## src/rtl/conversor_bcd_if.sv

```systemverilog
// Processor-to-display bus for the BCD converter: OUT strobe and data in,
// four BCD digits plus status flags out.
interface conversor_bcd_if #(
  parameter int DATA_WIDTH = 32
);
  logic                  sinal_out;
  logic [DATA_WIDTH-1:0] entrada_modulo;
  logic [3:0]            dp1;
  logic [3:0]            dp2;
  logic [3:0]            dp3;
  logic [3:0]            dp4;
  logic                  valido;
  logic                  ocupado;
  logic                  estouro;
  logic                  pendente;

  // Processor side drives the strobe and value and reads the display.
  modport master (
    output sinal_out, entrada_modulo,
    input  dp1, dp2, dp3, dp4, valido, ocupado, estouro, pendente
  );

  // Converter side.
  modport slave (
    input  sinal_out, entrada_modulo,
    output dp1, dp2, dp3, dp4, valido, ocupado, estouro, pendente
  );
endinterface

```

## src/rtl/conversor_bcd.sv

```systemverilog
// Binary-to-BCD display converter using serial double dabble.
// Handshake: sinal_out is a one-cycle strobe sampled on every rising edge;
// in OCIOSO it starts a conversion, otherwise it lands in a one-deep
// last-wins pending register. valido pulses for one cycle after dp1..dp4
// and estouro update; ocupado is high whenever the FSM is not idle.
module conversor_bcd #(
  parameter int DATA_WIDTH = 32,
  parameter int BITS_CONV  = 14
) (
  input  logic                clock,
  input  logic                reset,
  conversor_bcd_if.slave      bus,
  output logic [1:0]          estado
);

  typedef enum logic [1:0] {
    OCIOSO   = 2'd0,
    CONVERTE = 2'd1,
    FIM      = 2'd2
  } estado_t;

  localparam int CW = $clog2(BITS_CONV + 1);
  localparam logic [DATA_WIDTH-1:0] LIMITE = DATA_WIDTH'(9999);
  localparam logic [CW-1:0]         ULTIMO = CW'(BITS_CONV - 1);

  estado_t                 st, st_n;
  logic [BITS_CONV-1:0]    sr;
  logic [15:0]             acc;
  logic [CW-1:0]           cnt;
  logic                    ovf;
  logic [DATA_WIDTH-1:0]   pend_val;
  logic                    pend;
  logic [3:0]              dig1, dig2, dig3, dig4;
  logic                    val_q, est_q;

  logic                    start, pend_wr, pend_clr, step, publish;
  logic [DATA_WIDTH-1:0]   start_val;
  logic [16+BITS_CONV-1:0] junto;

  // Add 3 to every nibble that is 5 or more before the shift.
  function automatic logic [15:0] ajusta(input logic [15:0] a);
    logic [15:0] r;
    r = a;
    for (int i = 0; i < 4; i++) begin
      if (a[4*i +: 4] >= 4'd5) r[4*i +: 4] = a[4*i +: 4] + 4'd3;
    end
    return r;
  endfunction

  assign junto = {ajusta(acc), sr};

  // State register.
  always_ff @(posedge clock or negedge reset) begin
    if (!reset) st <= OCIOSO;
    else        st <= st_n;
  end

  // Next state and datapath controls; a start picks CONVERTE or jumps to FIM on overflow.
  always_comb begin
    st_n      = st;
    start     = 1'b0;
    start_val = bus.entrada_modulo;
    pend_wr   = bus.sinal_out && (st != OCIOSO);
    pend_clr  = 1'b0;
    step      = 1'b0;
    publish   = 1'b0;
    case (st)
      OCIOSO: begin
        if (bus.sinal_out) begin
          start    = 1'b1;
          pend_clr = 1'b1;
        end else if (pend) begin
          start     = 1'b1;
          start_val = pend_val;
          pend_clr  = 1'b1;
        end
      end
      CONVERTE: begin
        step = 1'b1;
        if (cnt == ULTIMO) st_n = FIM;
      end
      FIM: begin
        publish = 1'b1;
        if (pend) begin
          start     = 1'b1;
          start_val = pend_val;
          pend_clr  = 1'b1;
        end else begin
          st_n = OCIOSO;
        end
      end
      default: st_n = OCIOSO;
    endcase
    if (start) st_n = (start_val > LIMITE) ? FIM : CONVERTE;
  end

  // Conversion datapath: load on start, one double-dabble step per cycle.
  always_ff @(posedge clock or negedge reset) begin
    if (!reset) begin
      sr  <= '0;
      acc <= '0;
      cnt <= '0;
      ovf <= 1'b0;
    end else if (start) begin
      if (start_val > LIMITE) begin
        acc <= 16'h9999;
        ovf <= 1'b1;
      end else begin
        sr  <= start_val[BITS_CONV-1:0];
        acc <= '0;
        cnt <= '0;
        ovf <= 1'b0;
      end
    end else if (step) begin
      acc <= junto[16+BITS_CONV-2 : BITS_CONV-1];
      sr  <= {junto[BITS_CONV-2:0], 1'b0};
      cnt <= cnt + CW'(1);
    end
  end

  // One-deep pending request; a fresh strobe always wins over a clear.
  always_ff @(posedge clock or negedge reset) begin
    if (!reset) begin
      pend_val <= '0;
      pend     <= 1'b0;
    end else if (pend_wr) begin
      pend_val <= bus.entrada_modulo;
      pend     <= 1'b1;
    end else if (pend_clr) begin
      pend <= 1'b0;
    end
  end

  // Display registers update only on the FIM edge; valido follows for one cycle.
  always_ff @(posedge clock or negedge reset) begin
    if (!reset) begin
      dig1  <= '0;
      dig2  <= '0;
      dig3  <= '0;
      dig4  <= '0;
      est_q <= 1'b0;
      val_q <= 1'b0;
    end else begin
      val_q <= publish;
      if (publish) begin
        dig1  <= acc[3:0];
        dig2  <= acc[7:4];
        dig3  <= acc[11:8];
        dig4  <= acc[15:12];
        est_q <= ovf;
      end
    end
  end

  assign bus.dp1      = dig1;
  assign bus.dp2      = dig2;
  assign bus.dp3      = dig3;
  assign bus.dp4      = dig4;
  assign bus.valido   = val_q;
  assign bus.estouro  = est_q;
  assign bus.pendente = pend;
  assign bus.ocupado  = (st != OCIOSO);
  assign estado       = st;

endmodule

```

## src/flat_wrapper.sv

```systemverilog
// flat-port wrapper written by rule: the top's interface ports become plain ports
module conversor_bcd_flat 
#(
  parameter int DATA_WIDTH = 32,
  parameter int BITS_CONV  = 14
)
  (clock, reset, estado, bus_sinal_out, bus_entrada_modulo, bus_dp1, bus_dp2, bus_dp3, bus_dp4, bus_valido, bus_ocupado, bus_estouro, bus_pendente);
  conversor_bcd_if #(.DATA_WIDTH(DATA_WIDTH)) bus_i ();
  input  logic clock;
  input  logic reset;
  output logic [1:0] estado;
  input wire logic [$bits(bus_i.sinal_out)-1:0] bus_sinal_out;
  input wire logic [$bits(bus_i.entrada_modulo)-1:0] bus_entrada_modulo;
  output wire logic [$bits(bus_i.dp1)-1:0] bus_dp1;
  output wire logic [$bits(bus_i.dp2)-1:0] bus_dp2;
  output wire logic [$bits(bus_i.dp3)-1:0] bus_dp3;
  output wire logic [$bits(bus_i.dp4)-1:0] bus_dp4;
  output wire logic [$bits(bus_i.valido)-1:0] bus_valido;
  output wire logic [$bits(bus_i.ocupado)-1:0] bus_ocupado;
  output wire logic [$bits(bus_i.estouro)-1:0] bus_estouro;
  output wire logic [$bits(bus_i.pendente)-1:0] bus_pendente;
  assign bus_i.sinal_out = bus_sinal_out;
  assign bus_i.entrada_modulo = bus_entrada_modulo;
  assign bus_dp1 = bus_i.dp1;
  assign bus_dp2 = bus_i.dp2;
  assign bus_dp3 = bus_i.dp3;
  assign bus_dp4 = bus_i.dp4;
  assign bus_valido = bus_i.valido;
  assign bus_ocupado = bus_i.ocupado;
  assign bus_estouro = bus_i.estouro;
  assign bus_pendente = bus_i.pendente;
  conversor_bcd #(.DATA_WIDTH(DATA_WIDTH), .BITS_CONV(BITS_CONV)) u_core (.clock(clock), .reset(reset), .bus(bus_i), .estado(estado));
endmodule
```

## config.mk

```make
export PLATFORM = sky130hd
export DESIGN_NAME = conversor_bcd_flat
export DESIGN_NICKNAME = d
export VERILOG_FILES = /design/src/rtl/conversor_bcd_if.sv /design/src/rtl/conversor_bcd.sv /design/src/flat_wrapper.sv
export SDC_FILE = /design/constraint.sdc
export NUM_CORES = 1
export LEC_CHECK = 0
export BUFFER_PORTS_ARGS = -buffer_cell sky130_fd_sc_hd__buf_2
export CORE_ASPECT_RATIO = 1.25
export CORE_MARGIN = 2
export CORE_UTILIZATION = 62
export CTS_CLUSTER_DIAMETER = 100
export DETAILED_ROUTE_END_ITERATION = 10
export PLACE_DENSITY = 0.85
export SETUP_SLACK_MARGIN = 0.5
export SYNTH_ARGS = -nofsm -noshare
export SYNTH_HDL_FRONTEND = slang
export SYNTH_SLANG_ARGS = --single-unit
```

## constraint.sdc

```tcl
create_clock -name clock -period 3 [get_ports clock]
set_input_delay 0.6 -clock clock [delete_from_list [all_inputs] [get_ports clock]]
set_output_delay 0.6 -clock clock [all_outputs]
set_load 0.1 [all_outputs]
```

==> results of run 1 <==
[critical path, delay by kind of cell (launching register included)]
family,cells,cell delay (ns)
buffers and inverters,1,0.11
and+or+nand+nor,3,1.00
DFF,1,0.40
AOI/OAI and AO/OA,2,0.73
[sequential cells by signal (all words and copies together) (netlist names)]
signal,cells
u_core.pend_val,32
u_core.acc,16
u_core.sr,14
u_core.bus.dp1,4
u_core.bus.dp2,4
u_core.bus.dp3,4
u_core.bus.dp4,4
u_core.cnt,4
u_core.estado,2
u_core.bus.estouro,1
u_core.bus.pendente,1
u_core.bus.valido,1
u_core.ovf,1
[cells in the final DEF, fill, tap and decap left out, drive strengths merged]
cell type,count
clkinv,1
buf,64
nor2,29
nand3,12
a32o,1
nor2b,2
o21ai,33
xnor2,5
or4,1
o2111a,1
or2,1
a22o,1
mux2,43
clkbuf,11
mux2i,2
a211oi,12
and4,1
or3,15
a31oi,1
o311ai,4
nor4,8
nand2b,7
clkinvlp,2
inv,12
nand2,28
bufinv,2
nor3,21
a32oi,1
o32ai,1
nor3b,1
a21o,2
o22ai,8
a21oi,9
xor2,3
ha,10
dfrtp,88
[report_power, final]
part / internal [mW] / switching [mW] / leakage, nW
clock network: 0.491 / 0.411 / 0.106
logic: 0.385 / 0.741 / 0.939
registers: 1.48 / 0.183 / 1.06
[logic make-up after synthesis]
kind of cell | Yosys count | share of synthesized area
fa+ha+maj | 10 | 0.0300
compound gates | 74 | 0.117
xor+xnor | 8 | 0.0168
flops | 88 | 0.528
buf+inv | 35 | 0.0357
mux | 45 | 0.122
simple gates | 126 | 0.151
[metrics by stage]
stage,hold slack (ns),util,setup slack (ns)
floorplan,0.304,-,0.559
global placement,0.457,0.694,0.420
detailed placement,0.468,0.694,0.387
CTS,0.204,0.728,0.658
global route,0.214,0.728,0.504
finish,0.193,0.728,0.634
[routing by layer]
metal | wire [um] | part of all wire | up-vias | track usage
met5 | 0 | 0 | - | 0
met4 | 176 | 0.021 | 0 | 0.106
met3 | 356 | 0.042 | 18 | 0.0553
met2 | 4490 | 0.53 | 79 | 0.438
met1 | 3500 | 0.41 | 1563 | 0.319
li1 | - | - | 1476 | -
[cell type report]
type,instances,area [um2]
Clock buffer,11,141
Inverter,12,45.0
Multi-Input combinational cell,263,1820
Timing Repair Buffer,64,343
Clock inverter,5,80.1
Tap cell,87,109
Fill cell,479,1780
Sequential cell,88,2210
[how the worst max path moves through the flow]
stage	from	end	slack, ns	cells after the start
2_1_floorplan	u_core.estado[0]$_DFFE_PN0P_	u_core.pend_val[10]$_DFFE_PN0P_	0.56	5
3_3_place_gp	bus_entrada_modulo[27]	u_core.cnt[0]$_DFFE_PN0P_	0.42	7
3_5_place_dp	bus_sinal_out	u_core.cnt[0]$_DFFE_PN0P_	0.39	7
4_1_cts	u_core.bus.pendente$_DFFE_PN0P_	u_core.sr[7]$_DFFE_PN0P_	0.66	6
5_1_grt	u_core.bus.pendente$_DFFE_PN0P_	u_core.sr[7]$_DFFE_PN0P_	0.50	6
6_report	u_core.bus.pendente$_DFFE_PN0P_	u_core.sr[7]$_DFFE_PN0P_	0.63	6
==> run summary, run 1 <==
==============================================================================
TritonCTS clock tree                                                      done
Total setup buffers inserted after CTS                                       0
Clock latency on the worst-skew pair                                   0.35 ns
Total global routing overflow                                                0
Origin of the critical flop-to-flop path                          u_core.bus.pendente$_DFFE_PN0P_
Result of the run                                                 finished clean
Placed Instance Area                                                  4530 um2
Mapped Cells                                                               386
Pre-Repair DR Iteration Count                                                4
Post-placement cell count                                                  514
PnR Total Power                                                        3.70 mW
Fraction of layout instances using a drive strength above 1              0.312
Die outline area                                                      7410 um2
# resized after CTS                                                          0
Critical path startpoint category                                         flop
Area of the placeable core                                            6520 um2
Initial core utilization                                                 0.640
Total global-route track usage                                           0.256
Synthesized net count                                                      431
Post-Route Skew                                                     0.00949 ns
Required time at the worst-slack endpoint                              3.25 ns
Highest-delay cell along the critical path                               or3_1
Number of global-route vias before repair                                 3212
Commonest cells in the synthesized netlist                        dfrtp_1, mux2_2, o21ai_0
Largest area contributor in the netlist                                dfrtp_1
Synth top area cells                                              dfrtp_1, mux2_2, o21ai_0
Number of nets with antenna violations after routing                         0
Worst Reg2Reg Path Length in Cells                                           6
Number of max-slew violations in the final report                            0
Fraction of registers with async set/reset                                1.00
Min-delay worst type                                              primary input to asynchronous set/reset pin
Number of inserted diodes                                                    0
Final Instance Count excl. Fillers                                         530
Worst setup path category                                         flop to flop
Clk slew on worst S/H paths                                            0.08 ns
Sum of negative setup slack                                               0 ns
Clock period minus final worst setup slack                             2.37 ns
Critical register-to-register path endpoint                       u_core.sr[7]$_DFFE_PN0P_
Vias per cell                                                             5.92
Count of cell types in the netlist                                          44
Syn Std Cell Area                                                     4170 um2
TritonCTS Buffers                                                            9
Maximum fanout count along the critical path                                21
Reported max-cap violation count                                             0
Net count, final                                                           483
Critical path endpoint category                                           flop
Worst-case clock buffer depth                                                2
Syn avg cell area                                                     10.8 um2
Clk root buf                                                          clkbuf_8
Tightest Pin Transition                                               0.933 ns
Number of DRC violations after detailed-routing iteration 0                171
Endpoints failing setup                                                      0
Area share of the largest cell type after synthesis                      0.528
Initial antenna violation count                                              0
Clock sink count                                                            88
Total wire length                                                      8530 um
Largest net degree at the start of global routing                           37
Share of the yosys chip area belonging to registers                      0.528
Drt drc                                                                      0
Leakage power total                                                    2.10 nW
Largest incremental delay on the critical path                         0.52 ns
Slew headroom                                                            0.378
Unrepaired setup endpoints after global routing                          false
Final Instance Area                                                   4750 um2
Die H                                                                  95.7 um
Cell with the most instances after synthesis                           dfrtp_1
Routability-driven placement congestion ratio                            0.846
Overall die width                                                      77.4 um
Final number of hold-violating endpoints                                     0
Half-perimeter wire length of the detailed placement result            5960 um
Floorplan row count                                                         33
PortBufs                                                                    56
First-pass GRT wire length                                            14900 um
Area growth, synth to finish                                             13.7%
Maximum VDD drop                                                      0.526 mV
Number of enable-type register cells in the synthesized netlist              0
Routed via count                                                          3136
Routed len/inst                                                        16.1 um
I/O pin count                                                               57
Areal power density over the cells                                  779 nW/um2
Top_reg_cell synth                                                     dfrtp_1
Number of levels the H-tree was split into                                   3
Count of warnings emitted by yosys                                           0
Worst R2R Setup Slack                                                  0.63 ns
Period utilisation layout                                                0.789
Peak Freq                                                              423 MHz
Signal arrival time at the worst endpoint                              2.61 ns
Worst path cell trace                                             inv_2, or3_1, nor4_4, o2111a_2, nor3_1, a211oi_1
Synthesized flop and latch total                                            88
Hold buffer count at cts                                                     0
==============================================================================
(Power assumes the default switching activity.)
==> inputs of run 2 (changes only) <==
--- a/config.mk
+++ b/config.mk
@@ -8,10 +8,10 @@
 export BUFFER_PORTS_ARGS = -buffer_cell sky130_fd_sc_hd__buf_2
 export CORE_ASPECT_RATIO = 1.25
 export CORE_MARGIN = 2
-export CORE_UTILIZATION = 62
+export CORE_UTILIZATION = 57
 export CTS_CLUSTER_DIAMETER = 100
 export DETAILED_ROUTE_END_ITERATION = 10
-export PLACE_DENSITY = 0.85
+export PLACE_DENSITY = 0.79
 export SETUP_SLACK_MARGIN = 0.5
 export SYNTH_ARGS = -nofsm -noshare
 export SYNTH_HDL_FRONTEND = slang
==> constraint.sdc (replaced) <==
create_clock -name clock -period 2.3 [get_ports clock]
set_input_delay 0.46 -clock clock [delete_from_list [all_inputs] [get_ports clock]]
set_output_delay 0.46 -clock clock [all_outputs]
set_load 0.1 [all_outputs]
==> run 2 against run 1 <==
Net effect:
- cell area up 6.5%
- maximum frequency up 16%
- non-clock buffer count up 21
- critical endpoint is now u_core.sr[12]$_DFFE_PN0P_
- cell count up 4.5%
- via count up 0.38%
==> run summary, run 2 (synthesized netlist as in run 1, its figures left out) <==
==========================================================================
Result of the run                                             finished clean   unchanged
Final number of hold-violating endpoints                                 0   unchanged
Hold buffer count at cts                                                 0   unchanged
Initial antenna violation count                                          0   unchanged
Worst setup path category                                     flop to flop   unchanged
Final core occ                                                       0.720   was 0.728
Routed len/inst                                                    16.5 um   was 16.1 um
Routability-driven placement congestion ratio                        0.821   was 0.846
Fill count                                                             515   was 479
Clock latency on the worst-skew pair                               0.35 ns   about the same
Number of levels the H-tree was split into                               3   unchanged
Total global routing overflow                                            0   unchanged
Setup slack of the critical path after layout                     0.252 ns   was 0.634 ns
Initial core utilization                                             0.595   was 0.640
Number of inserted diodes                                                0   unchanged
Regs by FF count                                              u_core.pend_val (32), u_core.acc (16), u_core.sr (14)   unchanged
Reported max-cap violation count                                         0   unchanged
Peak Freq                                                          488 MHz   was 423 MHz
Maximum fanout count along the critical path                            10   was 21
Largest net degree at the start of global routing                       46   was 37
Clk slew on worst S/H paths                                        0.09 ns   was 0.08 ns
Areal power density over the cells                              941 nW/um2   was 779 nW/um2
Number of nets with antenna violations after routing                     0   unchanged
Total global-route track usage                                       0.240   was 0.256
Post-place setup slack                                          -0.0838 ns   was 0.387 ns
Die outline area                                                  8030 um2   was 7410 um2
Area growth, synth to finish                                         21.1%   was 13.7%
Critical path startpoint category                                     flop   unchanged
Critical path endpoint category                                       flop   unchanged
PnR Total Power                                                    4.76 mW   was 3.70 mW
Period utilisation layout                                            0.891   was 0.789
Worst R2R Setup Slack                                              0.25 ns   was 0.63 ns
Post-placement cell count                                              526   was 514
Maximum VDD drop                                                  0.671 mV   was 0.526 mV
Pre-Repair DR Iteration Count                                            4   unchanged
Overall die width                                                  80.5 um   was 77.4 um
Number of DRC violations after detailed-routing iteration 0            223   was 171
Half-perimeter wire length of the detailed placement result        6120 um   was 5960 um
Worst slack on hold paths                                         0.105 ns   was 0.193 ns
Clock sink count                                                        88   unchanged
Worst-case clock buffer depth                                            2   unchanged
Worst Reg2Reg Path Length in Cells                                       8   was 6
Final Instance Count excl. Fillers                                     554   was 530
Endpoints failing setup                                                  0   unchanged
Leakage power total                                                2.24 nW   was 2.10 nW
Placed Instance Area                                              4670 um2   was 4530 um2
Routed via count                                                      3148   was 3136
Floorplan row count                                                     34   was 33
Fraction of layout instances using a drive strength above 1          0.377   was 0.312
I/O pin count                                                           57   unchanged
Unrepaired setup endpoints after global routing                       true   was false
Number of flip-flops in the largest register                            32   unchanged
Min-delay worst type                                          primary input to asynchronous set/reset pin   unchanged
Post-Route Skew                                                  0.0108 ns   was 0.00949 ns
Vias per cell                                                         5.68   was 5.92
Clk root buf                                                      clkbuf_8   unchanged
Clock period minus final worst setup slack                         2.05 ns   was 2.37 ns
PortBufs                                                                56   unchanged
Required time at the worst-slack endpoint                          2.53 ns   was 3.25 ns
Total wire length                                                  9160 um   was 8530 um
Number of global-route vias before repair                             3176   was 3212
Signal arrival time at the worst endpoint                          2.28 ns   was 2.61 ns
Slew headroom                                                        0.611   was 0.378
Tightest Pin Transition                                           0.584 ns   was 0.933 ns
Sum of negative setup slack                                           0 ns   unchanged
Drt drc                                                                  0   unchanged
Area of the placeable core                                        7020 um2   was 6520 um2
TritonCTS clock tree                                                  done   unchanged
Most common cell after layout, fill and taps aside                 dfrtp_1   unchanged
First-pass GRT wire length                                        15000 um   was 14900 um
Number of max-slew violations in the final report                        0   unchanged
Final Instance Area                                               5050 um2   was 4750 um2
Reg with most FFs                                             u_core.pend_val   unchanged
TritonCTS Buffers                                                        9   unchanged
Most frequent cells in the layout                             dfrtp_1, buf_2, mux2_2   unchanged
Net count, final                                                       504   was 483
Die H                                                              99.7 um   was 95.7 um
==========================================================================
==> run 2: final cells by class <==
class                      instances  area, um2  area share
timing repair buffer              85        581       0.115
sequential                        88       2210       0.438
tap                               90        113      0.0223
multi-input combinational        263       1930       0.383
clock inverter                     3       18.8     0.00371
clock buffer                      13        149      0.0295
inverter                          12       45.0     0.00891
==> run 2: metal layers <==
metal | up-vias | wire length [um] | global-route usage
met3 | 10 | 356 | 0.0426
li1 | 1522 | - | -
met2 | 70 | 4610 | 0.396
met4 | 0 | 100 | 0.0717
met5 | - | 0 | 0
met1 | 1546 | 4090 | 0.325
==> run 2: report_power, final <==
group | internal, mW | total (mW) | switching (mW) | leakage, nW
combinational | 0.596 | 1.59 | 0.990 | 1.09
clock | 0.423 | 0.956 | 0.533 | 0.0874
sequential | 1.94 | 2.21 | 0.274 | 1.06
total | 2.96 | 4.76 | 1.80 | 2.24
==> run 2: final timing paths <==
check                                              startpoint                               to
worst max-delay path             u_core.estado[0]$_DFFE_PN0P_        u_core.sr[12]$_DFFE_PN0P_
worst min-delay path                                    reset    u_core.bus.dp4[3]$_DFFE_PN0N_
worst max register to register   u_core.estado[0]$_DFFE_PN0P_        u_core.sr[12]$_DFFE_PN0P_
worst min register to register  u_core.bus.dp4[0]$_DFFE_PN0N_    u_core.bus.dp4[0]$_DFFE_PN0N_
max in group asynchronous                               reset  u_core.pend_val[12]$_DFFE_PN0P_
min in group clock                     bus_entrada_modulo[24]  u_core.pend_val[24]$_DFFE_PN0P_
==> run 2: worst max-delay path: stages, from the launching register on <==
cell	delay, ns
dfrtp_4	0.49
buf_4	0.18
nor4_1	0.50
a32oi_2	0.11
o2111a_2	0.23
buf_4	0.16
buf_6	0.11
nor3_4	0.10
a211oi_2	0.05
==> run 2: repair_timing <==
action | in CTS | in global routing
pin swaps | 5 | 3
gates cloned | 0 | 0
buffers inserted | 8 | 4
resized for setup | 12 | 19
endpoints found under the setup margin | 36 | 50
